--- src/rtl/sum_argmax_reader_pkg.sv ---
// Shared widths for the layer-2 argmax stage and the compare-result
// encoding used by the scan datapath.
`ifndef LAYER_2_OUT_BIT_WIDTH
`define LAYER_2_OUT_BIT_WIDTH 16
`endif
`ifndef NUM_CLASSES
`define NUM_CLASSES 10
`endif
`ifndef CLASS_IDX_BIT_WIDTH
`define CLASS_IDX_BIT_WIDTH 4
`endif

package sum_argmax_reader_pkg;

   localparam int NUM_CLASSES = `NUM_CLASSES;
   localparam int CLASS_IDX_W = `CLASS_IDX_BIT_WIDTH;

   typedef enum logic [1:0] {
      CMP_LESS    = 2'd0,
      CMP_EQUAL   = 2'd1,
      CMP_GREATER = 2'd2
   } cmp_e;

   function automatic cmp_e cmp_decode(input logic gt, input logic eq);
      cmp_e r;
      if (gt)      r = CMP_GREATER;
      else if (eq) r = CMP_EQUAL;
      else         r = CMP_LESS;
      return r;
   endfunction

endpackage

--- src/rtl/sum_argmax_reader_signed_max_step.sv ---
// One argmax step: full-width signed compare of a candidate against the
// running best, reported as greater / equal flags.
module signed_max_step #(
   parameter int W = 16
) (
   input  logic [W-1:0] cand_i,
   input  logic [W-1:0] best_i,
   output logic         gt_o,
   output logic         eq_o
);

   assign gt_o = $signed(cand_i) > $signed(best_i);
   assign eq_o = cand_i == best_i;

endmodule

--- src/rtl/sum_argmax_reader.sv ---
// Snapshots the ten layer-2 sums on start, scans them one lane per cycle and
// publishes the signed argmax, its value and a tie flag with a done pulse.
module sum_argmax_reader
   import sum_argmax_reader_pkg::*;
#(
   parameter int OUT_W     = `LAYER_2_OUT_BIT_WIDTH,
   parameter int N_CLASSES = `NUM_CLASSES
) (
   input  logic                       clk,
   input  logic                       clr,
   input  logic [N_CLASSES*OUT_W-1:0] sumIn,
   input  logic                       start,
   output logic                       busy,
   output logic                       done,
   output logic [CLASS_IDX_W-1:0]     classOut,
   output logic [OUT_W-1:0]           maxOut,
   output logic                       tieOut,
   output logic [1:0]                 stateDbg
);

   localparam logic [1:0] S_IDLE = 2'd0;
   localparam logic [1:0] S_SCAN = 2'd1;
   localparam logic [1:0] S_DONE = 2'd2;
   localparam logic [CLASS_IDX_W-1:0] LAST_IDX = CLASS_IDX_W'(N_CLASSES - 1);

   logic [1:0]             state_q, state_d;
   logic [OUT_W-1:0]       snap_q [N_CLASSES];
   logic [CLASS_IDX_W-1:0] idx_q, idx_d;
   logic [CLASS_IDX_W-1:0] best_idx_q, best_idx_d;
   logic [OUT_W-1:0]       best_q, best_d;
   logic                   tie_q, tie_d;
   logic                   busy_q, busy_d;
   logic                   done_q, done_d;
   logic [CLASS_IDX_W-1:0] class_q, class_d;
   logic [OUT_W-1:0]       max_q, max_d;
   logic                   tie_out_q, tie_out_d;

   logic [OUT_W-1:0] cand;
   logic             cand_gt, cand_eq;
   cmp_e             cmp;
   logic             take;

   // idx_q never leaves 0..N_CLASSES-1, so the lane select stays in range.
   assign cand = snap_q[idx_q];
   assign take = (state_q == S_IDLE) && start;
   assign cmp  = cmp_decode(cand_gt, cand_eq);

   signed_max_step #(.W(OUT_W)) u_step (
      .cand_i (cand),
      .best_i (best_q),
      .gt_o   (cand_gt),
      .eq_o   (cand_eq)
   );

   always_comb begin
      state_d    = state_q;
      idx_d      = idx_q;
      best_idx_d = best_idx_q;
      best_d     = best_q;
      tie_d      = tie_q;
      busy_d     = busy_q;
      done_d     = 1'b0;
      class_d    = class_q;
      max_d      = max_q;
      tie_out_d  = tie_out_q;
      case (state_q)
         S_IDLE: begin
            if (start) begin
               state_d    = S_SCAN;
               best_d     = sumIn[OUT_W-1:0];
               best_idx_d = '0;
               tie_d      = 1'b0;
               idx_d      = CLASS_IDX_W'(1);
               busy_d     = 1'b1;
            end
         end
         S_SCAN: begin
            // Only a strict win replaces the best, so ties keep the lowest index.
            case (cmp)
               CMP_GREATER: begin
                  best_d     = cand;
                  best_idx_d = idx_q;
                  tie_d      = 1'b0;
               end
               CMP_EQUAL: tie_d = 1'b1;
               default: ;
            endcase
            if (idx_q == LAST_IDX) state_d = S_DONE;
            else                   idx_d   = idx_q + CLASS_IDX_W'(1);
         end
         S_DONE: begin
            class_d   = best_idx_q;
            max_d     = best_q;
            tie_out_d = tie_q;
            done_d    = 1'b1;
            busy_d    = 1'b0;
            state_d   = S_IDLE;
         end
         default: begin
            state_d = S_IDLE;
            busy_d  = 1'b0;
         end
      endcase
   end

   always_ff @(posedge clk) begin
      if (clr) begin
         state_q    <= S_IDLE;
         idx_q      <= '0;
         best_idx_q <= '0;
         best_q     <= '0;
         tie_q      <= 1'b0;
         busy_q     <= 1'b0;
         done_q     <= 1'b0;
         class_q    <= '0;
         max_q      <= '0;
         tie_out_q  <= 1'b0;
         for (int m = 0; m < N_CLASSES; m++) snap_q[m] <= '0;
      end else begin
         state_q    <= state_d;
         idx_q      <= idx_d;
         best_idx_q <= best_idx_d;
         best_q     <= best_d;
         tie_q      <= tie_d;
         busy_q     <= busy_d;
         done_q     <= done_d;
         class_q    <= class_d;
         max_q      <= max_d;
         tie_out_q  <= tie_out_d;
         if (take) begin
            for (int m = 0; m < N_CLASSES; m++) snap_q[m] <= sumIn[m*OUT_W +: OUT_W];
         end
      end
   end

   assign busy     = busy_q;
   assign done     = done_q;
   assign classOut = class_q;
   assign maxOut   = max_q;
   assign tieOut   = tie_out_q;
   assign stateDbg = state_q;

endmodule
--- config.mk ---
export PLATFORM = sky130hd
export DESIGN_NAME = sum_argmax_reader
export DESIGN_NICKNAME = d
export VERILOG_FILES = /design/src/rtl/sum_argmax_reader_pkg.sv /design/src/rtl/sum_argmax_reader_signed_max_step.sv /design/src/rtl/sum_argmax_reader.sv
export SDC_FILE = /design/constraint.sdc
export NUM_CORES = 1
export LEC_CHECK = 0
export CAP_MARGIN = 20
export CORE_ASPECT_RATIO = 0.8
export CORE_MARGIN = 2
export CORE_UTILIZATION = 49
export CTS_BUF_LIST = sky130_fd_sc_hd__clkbuf_8
export CTS_CLUSTER_DIAMETER = 80
export CTS_CLUSTER_SIZE = 16
export DETAILED_ROUTE_END_ITERATION = 7
export PLACE_DENSITY = 0.79
export SETUP_SLACK_MARGIN = 0.4
export SYNTH_ARGS = -nofsm -noshare
export SYNTH_HDL_FRONTEND = slang
export SYNTH_SLANG_ARGS = --single-unit
--- constraint.sdc ---
create_clock -name clk -period 4.9 [get_ports clk]
set_input_delay 0.49 -clock clk [delete_from_list [all_inputs] [get_ports clk]]
set_output_delay 0.49 -clock clk [all_outputs]
set_load 0.03 [all_outputs]
==> results.md <==
* Post-Layout Cell Count at 1180
* Crit share post-route at between 80% and 90%
* Max_slew headroom at roughly 30%
* Number of global-route vias before repair at roughly 6200
* FF+latch area at 0.00589 sq mm
* R2r worst-path depth at 11
* Slew Viols, Final at 0
* Core ar. at 0.0198 sq mm
* Setup bufs post-CTS at 0
* CP Class: reg2reg
* Mapped Cells at 741
* Final setup vio count at 0
* # IOs at 188
* Worst Max-Slew Pin Slew at 1.05 ns
* Port Buffers at 187
* Net Switching at between 0.9 and 1 mW
* Most common library cell in the layout ignoring fill and taps: clkdlybuf4s50_1
* Clock transition at path regs at 0.11 ns
* 1st-pass router iterations at 5
* Cts hold-fix bufs at 0
* Htree depth at 1
* P_leak at around 4.4 nW
* PostCTS Resize Cnt at 0
* Vias/cell at 5.45
* Critical path required time at 5.27 ns
* Routed len/inst at 19.5 microns
* Synthesis Warnings at 0
* Starting DRT DRC Count at approximately 630
* Cell Pwr Density at 304 mW/mm^2
* R2r setup slk at 0.77 ns
* Final nets at around 1100
* RSZ-0062 raised after global routing: false
* GPL Wtd Cong at 0.893
* First-pass GRT wire length at 35.4 mm
* Routed WL at between 20 and 25 mm
* FF+latch count, synth at 214
* Sw frac at between 20% and 30%
* Skew final at between 0.03 and 0.04 ns
* CP Capture Type: flip-flop
* Primary FF master, synth: edfxtp_1
* Die W at 163 microns
* Tot GR Track Use at 22.0%
* Layout fillers at 1572
* Fin crit period at between 4 and 5 ns
* Post-DRT Antenna Nets at 0
* Placed instance count at 1154
* CTS root buffer: clkbuf_8
* Syn Nets at 922
* Hold WC Path Type: reg2reg
* Largest net degree at the start of global routing at slightly below 100
* Final Hold Fails at 0
* Worst skew pair latency at 0.52 ns
* Clock sinks at 214
* Initial antenna violation count at 1
* Worst Slack Setup Final at around 0.77 ns
* Maximum clock rate at 0.242 GHz
* Async set-reset flop share out of synthesis at 0%
* CTS tree: yes
* Initial Util at 49.9%
* Setup_tns at 0 ns
* Vias after detailed routing at 6426
* TritonCTS Buffers at 17
* Final core occ at approximately three fifths
* RR Endpoint: best_q[5]$_SDFFE_PP0P_
* Pre-CTS setup slack at 0.785 ns
* Clk pwr share at 23.9%
* Synth-to-Final Area Change at 23.7%
* Reg power frac at 58.3%
* Number of flops mapped to enable cells by yosys at 160
* Worst setup SP type: flip-flop
* Highest-count cells in the layout ignoring fill and taps: 186 x clkdlybuf4s50_1, 161 x and2_1, 160 x edfxtp_1
* Avg Cell Area, Syn at 13.3 sq um
* Floorplan row count at 46
* Max Cap Viol at 0
* Die height at 131 microns
* Synthesized area at slightly below 0.01 sq mm
* CP arrival at 4.50 ns
* Max clock buf depth at 3
* Die area at 0.0213 sq mm
* Area occupied by multi-input gates at about 0.0036 sq mm
* Combinational Power Share at about 18%
* Seq/Total Area, Yosys at 59.6%
* Worst Path Max Fanout at 31
* Netlist cell types at 44
* Status: completed
* Hpwl dp at 16.6 mm
* Setup crit end: best_q[5]$_SDFFE_PP0P_
* # DRC at 0
* Worst vdd rail ir drop at roughly 160 uV
* Layout cells sized above 1 at 10.5%
* Int Pwr at 2.75 mW
* Grt ovf at 0
==> critical path, stage by stage, from the launching register on <==
cell	delay, ns
dfxtp_4	0.80
mux4_2	0.59
nor2b_1	0.15
a211oi_1	0.30
a21oi_1	0.10
ha_1	0.35
a21oi_1	0.20
o2111ai_1	0.13
a211o_1	0.33
a211o_1	0.57
a211oi_1	0.37
a211oi_2	0.08
==> logic make-up (layout without fill, tap and decap cells) <==
family | after synthesis | in the layout | synth area share, %
mux | 64 | 64 | 10.5
fa+ha+maj | 18 | 18 | 2.28
other cells | 0 | 1 | 0
buf+inv | 69 | 243 | 3.80
flops | 214 | 214 | 59.6
xor+xnor | 1 | 1 | 0.0887
simple gates | 258 | 258 | 15.0
compound gates | 117 | 117 | 8.75
==> per-stage QoR <==
stage	cell area (sq um)	power, mW	hold WS, ns
detailed placement	11900	2.86	0.449
finish	12200	3.72	0.460
global placement	11900	2.85	0.444
floorplan	9880	2.60	0.430
global route	12200	3.87	0.488
CTS	12200	3.74	0.463
==> routing by layer <==
layer,vias up,GRT usage (%),wire length [microns]
li1,3030,-,-
met2,311,32.7,9920
met3,25,4.58,2240
met1,3060,33.9,10600
met5,-,0,0
met4,0,4.11,283
==> sequential cells by signal, summed over array words and instances (netlist names), named ones only <==
name / cells
busy: 1
classOut: 4
idx_q: 4
maxOut: 16
tie_q: 1
snap_q: 160
tieOut: 1
best_q: 16
stateDbg: 2
done: 1
best_idx_q: 4
==> how the worst min path moves through the flow <==
stage	from	to	slack (ns)	depth (start not counted)
after global placement	maxOut[8]$_SDFFE_PP0P_	maxOut[8]$_SDFFE_PP0P_	0.44	2
after detailed placement	maxOut[10]$_SDFFE_PP0P_	maxOut[10]$_SDFFE_PP0P_	0.45	2
after CTS	classOut[1]$_SDFFE_PP0P_	classOut[1]$_SDFFE_PP0P_	0.46	2
after floorplan	best_idx_q[0]$_SDFFE_PP0P_	classOut[0]$_SDFFE_PP0P_	0.43	2
final	classOut[1]$_SDFFE_PP0P_	classOut[1]$_SDFFE_PP0P_	0.46	2
after global routing	maxOut[8]$_SDFFE_PP0P_	maxOut[8]$_SDFFE_PP0P_	0.49	2
==> area by class of cell <==
class                   count  area share [%]
flip-flops and latches    214            48.2
multi-input cells         458            29.8
repair buffers            200            16.5
well taps                 264            2.70
clock buffers              17            1.91
inverters                  19           0.583
clock inverters             7           0.307
diodes                      1          0.0205
==> power by group through the flow <==
stage / combinational, mW / clock [mW] / sequential [mW]
5_1_grt: 0.717 / 0.971 / 2.18
6_report: 0.662 / 0.887 / 2.17
4_1_cts: 0.659 / 0.907 / 2.17
2_1_floorplan: 0.434 / 0 / 2.17
3_5_place_dp: 0.654 / 0 / 2.21
3_3_place_gp: 0.648 / 0 / 2.21
==> cells in the mapped netlist (8+ instances only) <==
library cell	count	area share [%]
nand2_1	50	1.9
a211oi_2	15	1.9
ha_1	18	2.3
edfxtp_1	160	49
nor2_1	8	0.30
clkbuf_1	31	1.2
nor2b_1	19	1.2
dfxtp_1	54	11
mux4_2	32	7.3
inv_1	19	0.72
mux2i_1	31	3.1
and2_1	161	10
a211oi_1	33	2.5
a21oi_1	48	2.4
No activity file was read; power rests on OpenSTA's default activity.
